[src/rtl/fetch_stage.sv]
// fetch_stage: PC sequencing, 1-cycle instruction memory fetch with skid buffer, stall and redirect handling
module fetch_stage #(
    parameter int PC_WIDTH = 16,
    parameter int IR_WIDTH = 32,
    parameter int ADDR_WIDTH = 10,
    parameter logic [PC_WIDTH-1:0] BOOT_PC = '0,
    parameter logic [PC_WIDTH-1:0] PC_STEP = PC_WIDTH'(4)
) (
    input  logic                  I_CLOCK,
    input  logic                  I_RESET_N,
    input  logic                  I_LOCK,
    input  logic                  I_DepStallSignal,
    input  logic                  I_BranchStallSignal,
    input  logic                  I_GPUStallSignal,
    input  logic [PC_WIDTH-1:0]   I_BranchPC,
    input  logic                  I_BranchAddrSelect,
    output logic [ADDR_WIDTH-1:0] O_IMemAddr,
    output logic                  O_IMemRdEn,
    input  logic [IR_WIDTH-1:0]   I_IMemData,
    output logic                  O_LOCK,
    output logic [PC_WIDTH-1:0]   O_PC,
    output logic [IR_WIDTH-1:0]   O_IR,
    output logic                  O_FE_Valid
);
    typedef enum logic {FETCH, BR_WAIT} state_t;
    state_t state, state_nx;
    logic [PC_WIDTH-1:0] pc, pend_pc, skid_pc;
    logic [IR_WIDTH-1:0] skid;
    logic pend, skid_v, hold;
    assign hold = I_DepStallSignal | I_GPUStallSignal;
    assign O_IMemAddr = pc[ADDR_WIDTH+1:2];
    always_ff @(posedge I_CLOCK or negedge I_RESET_N) begin
        if (!I_RESET_N) state <= FETCH;
        else if (I_LOCK) state <= state_nx;
    end
    always_comb begin
        state_nx = I_BranchAddrSelect ? FETCH :
                   (state == FETCH && !hold && I_BranchStallSignal) ? BR_WAIT : state;
    end
    always_comb begin
        O_IMemRdEn = I_RESET_N && I_LOCK && state == FETCH && !I_BranchAddrSelect && !hold && !I_BranchStallSignal;
    end
    always_ff @(posedge I_CLOCK or negedge I_RESET_N) begin
        if (!I_RESET_N) begin
            pc <= BOOT_PC;
            pend_pc <= '0;
            skid_pc <= '0;
            skid <= '0;
            pend <= 1'b0;
            skid_v <= 1'b0;
            O_LOCK <= 1'b0;
            O_PC <= '0;
            O_IR <= '0;
            O_FE_Valid <= 1'b0;
        end else begin
            O_LOCK <= I_LOCK;
            if (I_LOCK) begin
                if (I_BranchAddrSelect) begin
                    pc <= I_BranchPC;
                    pend <= 1'b0;
                    skid_v <= 1'b0;
                    O_FE_Valid <= 1'b0;
                end else if (state == BR_WAIT) begin
                    O_FE_Valid <= 1'b0;
                end else if (hold) begin
                    if (pend) begin
                        skid <= I_IMemData;
                        skid_pc <= pend_pc;
                        skid_v <= 1'b1;
                    end
                    pend <= 1'b0;
                end else if (I_BranchStallSignal) begin
                    pend <= 1'b0;
                    skid_v <= 1'b0;
                    O_FE_Valid <= 1'b0;
                end else begin
                    pc <= pc + PC_STEP;
                    pend <= 1'b1;
                    pend_pc <= pc;
                    skid_v <= 1'b0;
                    O_FE_Valid <= skid_v | pend;
                    if (skid_v) begin
                        O_IR <= skid;
                        O_PC <= skid_pc + PC_STEP;
                    end else if (pend) begin
                        O_IR <= I_IMemData;
                        O_PC <= pend_pc + PC_STEP;
                    end
                end
            end
        end
    end
endmodule

[config.mk]
export PLATFORM = sky130hd
export DESIGN_NAME = fetch_stage
export DESIGN_NICKNAME = d
export VERILOG_FILES = /design/src/rtl/fetch_stage.sv
export SDC_FILE = /design/constraint.sdc
export NUM_CORES = 1
export LEC_CHECK = 0
export ABC_AREA = 1
export ABC_CLOCK_PERIOD_IN_PS = 3800
export CAP_MARGIN = 20
export CORE_AREA = 3 3 116 118
export CTS_CLUSTER_DIAMETER = 150
export DETAILED_ROUTE_END_ITERATION = 7
export DIE_AREA = 0 0 119 121
export MAX_ROUTING_LAYER = met4
export PLACE_DENSITY = 0.77
export RECOVER_POWER = 50
export SLEW_MARGIN = 20
export SYNTH_ARGS = -nofsm -noshare
export SYNTH_HDL_FRONTEND = slang
export SYNTH_SLANG_ARGS = --single-unit
[constraint.sdc]
create_clock -name I_CLOCK -period 3.8 [get_ports I_CLOCK]
set_input_delay 0.76 -clock I_CLOCK [delete_from_list [all_inputs] [get_ports I_CLOCK]]
set_output_delay 0.76 -clock I_CLOCK [all_outputs]
set_load 0.1 [all_outputs]
==> results.cfg <==
[synth]
yosys_warnings = 0
yosysSeqAreaShare = 0.540
synth_cells = 685
synth-seq-cells = 133
synth-main-ff-cell = dfrtp_1
avgSynthCellArea_um2 = 9.00
synth_nets = 742
netlist_area_um2 = 6160
synth_edf_count = 0
synth.distinct_cells = 30
postSynth.asyncResetShare = 1.00

[routing]
drc = 0
routed.top_layer = met4
detail_route.wl_per_cell_um = 14.0
drt_iter0_drc = 395
via_per_inst = 5.12
drtPass1Iterations = 5
postRouteAntennaNets = 0
vias = 4970
wl_met3_um = 757
routedLengthMet1_um = 6400
wl_um = 13600
met2_length_um = 6250

[run_status]
violations = capacitance limit, slew limit
outcome = finished with violations

[finish]
seq_area_um2 = 3330
n_antenna_cell = 0
layout_common_cells = nand2_1, dfrtp_1, clkdlybuf4s50_1
nets = 842
drive_above_1_share = 0.114
final_common_cell = nand2_1
multi_input_area_um2 = 2420
finalInstanceArea_um2 = 7920
final_util = 0.630
n_fill_cell = 1029
area_growth_syn_to_layout_pct = 28.4

[floorplanning]
core_area_um2 = 12600
initial_core_util = 0.490
rows = 41
chipWidth_um = 119
die-area_um2 = 14400
pin_count = 116
fp.dieH_um = 121

[global_route]
grt_max_degree = 61
grt_pass1_vias = 4721
grt_util_all_layers = 0.202
overflow = 0
grt_pass1_wl_um = 22700
grt_antenna_before_repair = 0

[timing]
max_freq_mhz = 338
finalClockSkew_ns = 0.0156
maxSlewViolCount = 39
maxSlewHeadroom = -0.322
period_share = 0.778
rsz0062_at_grt = no
fin_setup_tns_ns = 0
finalHoldViolCount = 0
tightest_slew_ns = 1.98
setup_viol = 0
post-route-min-period_ns = 2.95

[power]
p_int_mw = 2.97
max-vdd-ir-drop_mv = 0.332
pwr-share-seq = 0.383
power_leakage_nw = 3.73
net-switching-power_mw = 1.71
switching_share = 0.365
p_per_area_nw_per_um2 = 591
combinationalPowerShare = 0.290
clockPowerShare = 0.327

[clocking]
postCtsSetupBuffers = 0
cts_made_buffers = 17
cts_tree = yes
clock_latency_ns = 0.42
htree_levels = 4
clockBufferDepth = 2
ctsResizeCount = 0
cts.sinks = 133
root_buffer = clkbuf_16
hold_buffers = 0
clkSlewWorstSetupHoldPaths_ns = 0.06

[run]
max_cap_violations = 1

[placement]
dp_hpwl_um = 9560
port_buffers = 115
place_congestion = 0.839
place_area_um2 = 7360

[setup_path]
critPathMaxFanout = 4
critPathCaptureType = primary output
cp_slowest_cell = dlygate4sd3_1
path_delay_family = buffers and inverters
cp-start-kind = primary input
cp_cell_sequence = dlygate4sd3_1 > inv_1 > nor3_4 > nand3_1 > nor2_1 > buf_12
criticalPathCategory = in2out
cp.buffers_inverters = 3
max_stage_delay_ns = 0.59
cp.arrival_ns = 2.19
crit_required_ns = 3.04

[min_path]
hold_class = in2async
-- cells in the mapped netlist, types with 2 or more instances --
| master | number | area [um2] |
|---|---|---|
| buf_2 | 9 | 45.0 |
| inv_1 | 40 | 150 |
| or2_2 | 3 | 18.8 |
| nor2_1 | 71 | 267 |
| xor2_1 | 5 | 43.8 |
| nand4_1 | 6 | 37.5 |
| nor3_1 | 4 | 20.0 |
| a22oi_1 | 2 | 15.0 |
| mux2_2 | 43 | 484 |
| buf_4 | 14 | 105 |
| nand3_2 | 2 | 20.0 |
| xnor2_1 | 2 | 17.5 |
| o21ai_0 | 40 | 200 |
| a21oi_1 | 10 | 50.1 |
| a31oi_1 | 38 | 238 |
| buf_6 | 5 | 56.3 |
| ha_1 | 2 | 25.0 |
| nand2_1 | 202 | 758 |
| o211ai_1 | 2 | 15.0 |
| o22ai_1 | 4 | 25.0 |
| dfrtp_1 | 133 | 3330 |
| clkbuf_1 | 15 | 56.3 |
| nand3_1 | 26 | 130 |
-- through the flow --
step | cells | hold slack [ns] | power [mW] | setup WS, ns
final | 970 | 0.307 | 4.68 | 0.845
after global routing | 970 | 0.331 | 4.90 | 0.577
after CTS | 970 | 0.307 | 4.72 | 0.953
after detailed placement | 938 | 0.463 | 3.17 | 0.812
after global placement | 938 | 0.461 | 3.13 | 0.865
after floorplan | 685 | 0.453 | 2.82 | 0.400
-- cell type report --
class / instances / area share
Sequential cell: 133 / 0.420
Multi-Input combinational cell: 468 / 0.305
Timing Repair Buffer: 124 / 0.155
Inverter: 41 / 0.0194
Clock buffer: 23 / 0.0642
Tap cell: 172 / 0.0272
Clock inverter: 9 / 0.00854
-- path summary, 6_finish.rpt --
check,startpoint,to,slack (ns),cells after the start
max,I_LOCK,O_IMemRdEn,0.85,6
min,I_RESET_N,O_IR[13],0.31,1
max reg2reg,state,O_PC[6],1.45,7
min reg2reg,O_PC[3],O_PC[3],0.47,2
max in group asynchronous,I_RESET_N,skid[4],1.26,2
min in group I_CLOCK,O_PC[3],O_PC[3],0.47,2
-- power by group through the flow --
stage	Combinational [mW]	Clock [mW]	Sequential, mW
global route	1.45	1.63	1.82
CTS	1.36	1.56	1.79
detailed placement	1.36	0	1.81
finish	1.36	1.53	1.79
floorplan	0.601	0	2.22
global placement	1.33	0	1.80
-- sequential cells by signal, indices dropped and copies added (netlist names) --
register    count
O_LOCK          1
skid           32
skid_pc        16
skid_v          1
O_FE_Valid      1
state           1
pend            1
pc             16
O_PC           16
O_IR           32
pend_pc        16
-- logic make-up (layout without fill, tap and decap cells) --
kind of cell | count (synthesis) | after routing | synth area share
and+or+nand+nor | 317 | 317 | 0.208
DFF | 133 | 133 | 0.540
AOI/OAI and AO/OA | 99 | 99 | 0.0918
buffers and inverters | 84 | 197 | 0.0676
muxes | 43 | 43 | 0.0786
xor gates and xnor gates | 7 | 7 | 0.00995
adders and majority gates | 2 | 2 | 0.00406
-- worst reg2reg max path: cells and delay by family, from the launching register on --
family,cells,cell delay (ns)
buffers and inverters,2,0.88
AOI/OAI and AO/OA,2,0.33
DFF,1,0.43
and+or+nand+nor,3,0.60
-- metal layers --
layer / GRT usage / vias to the layer above
li1: - / 2442
met1: 0.268 / 2349
met2: 0.306 / 165
met3: 0.0490 / 14
met4: 0.0731 / 0
met5: - / -
(Power assumes the default switching activity.)
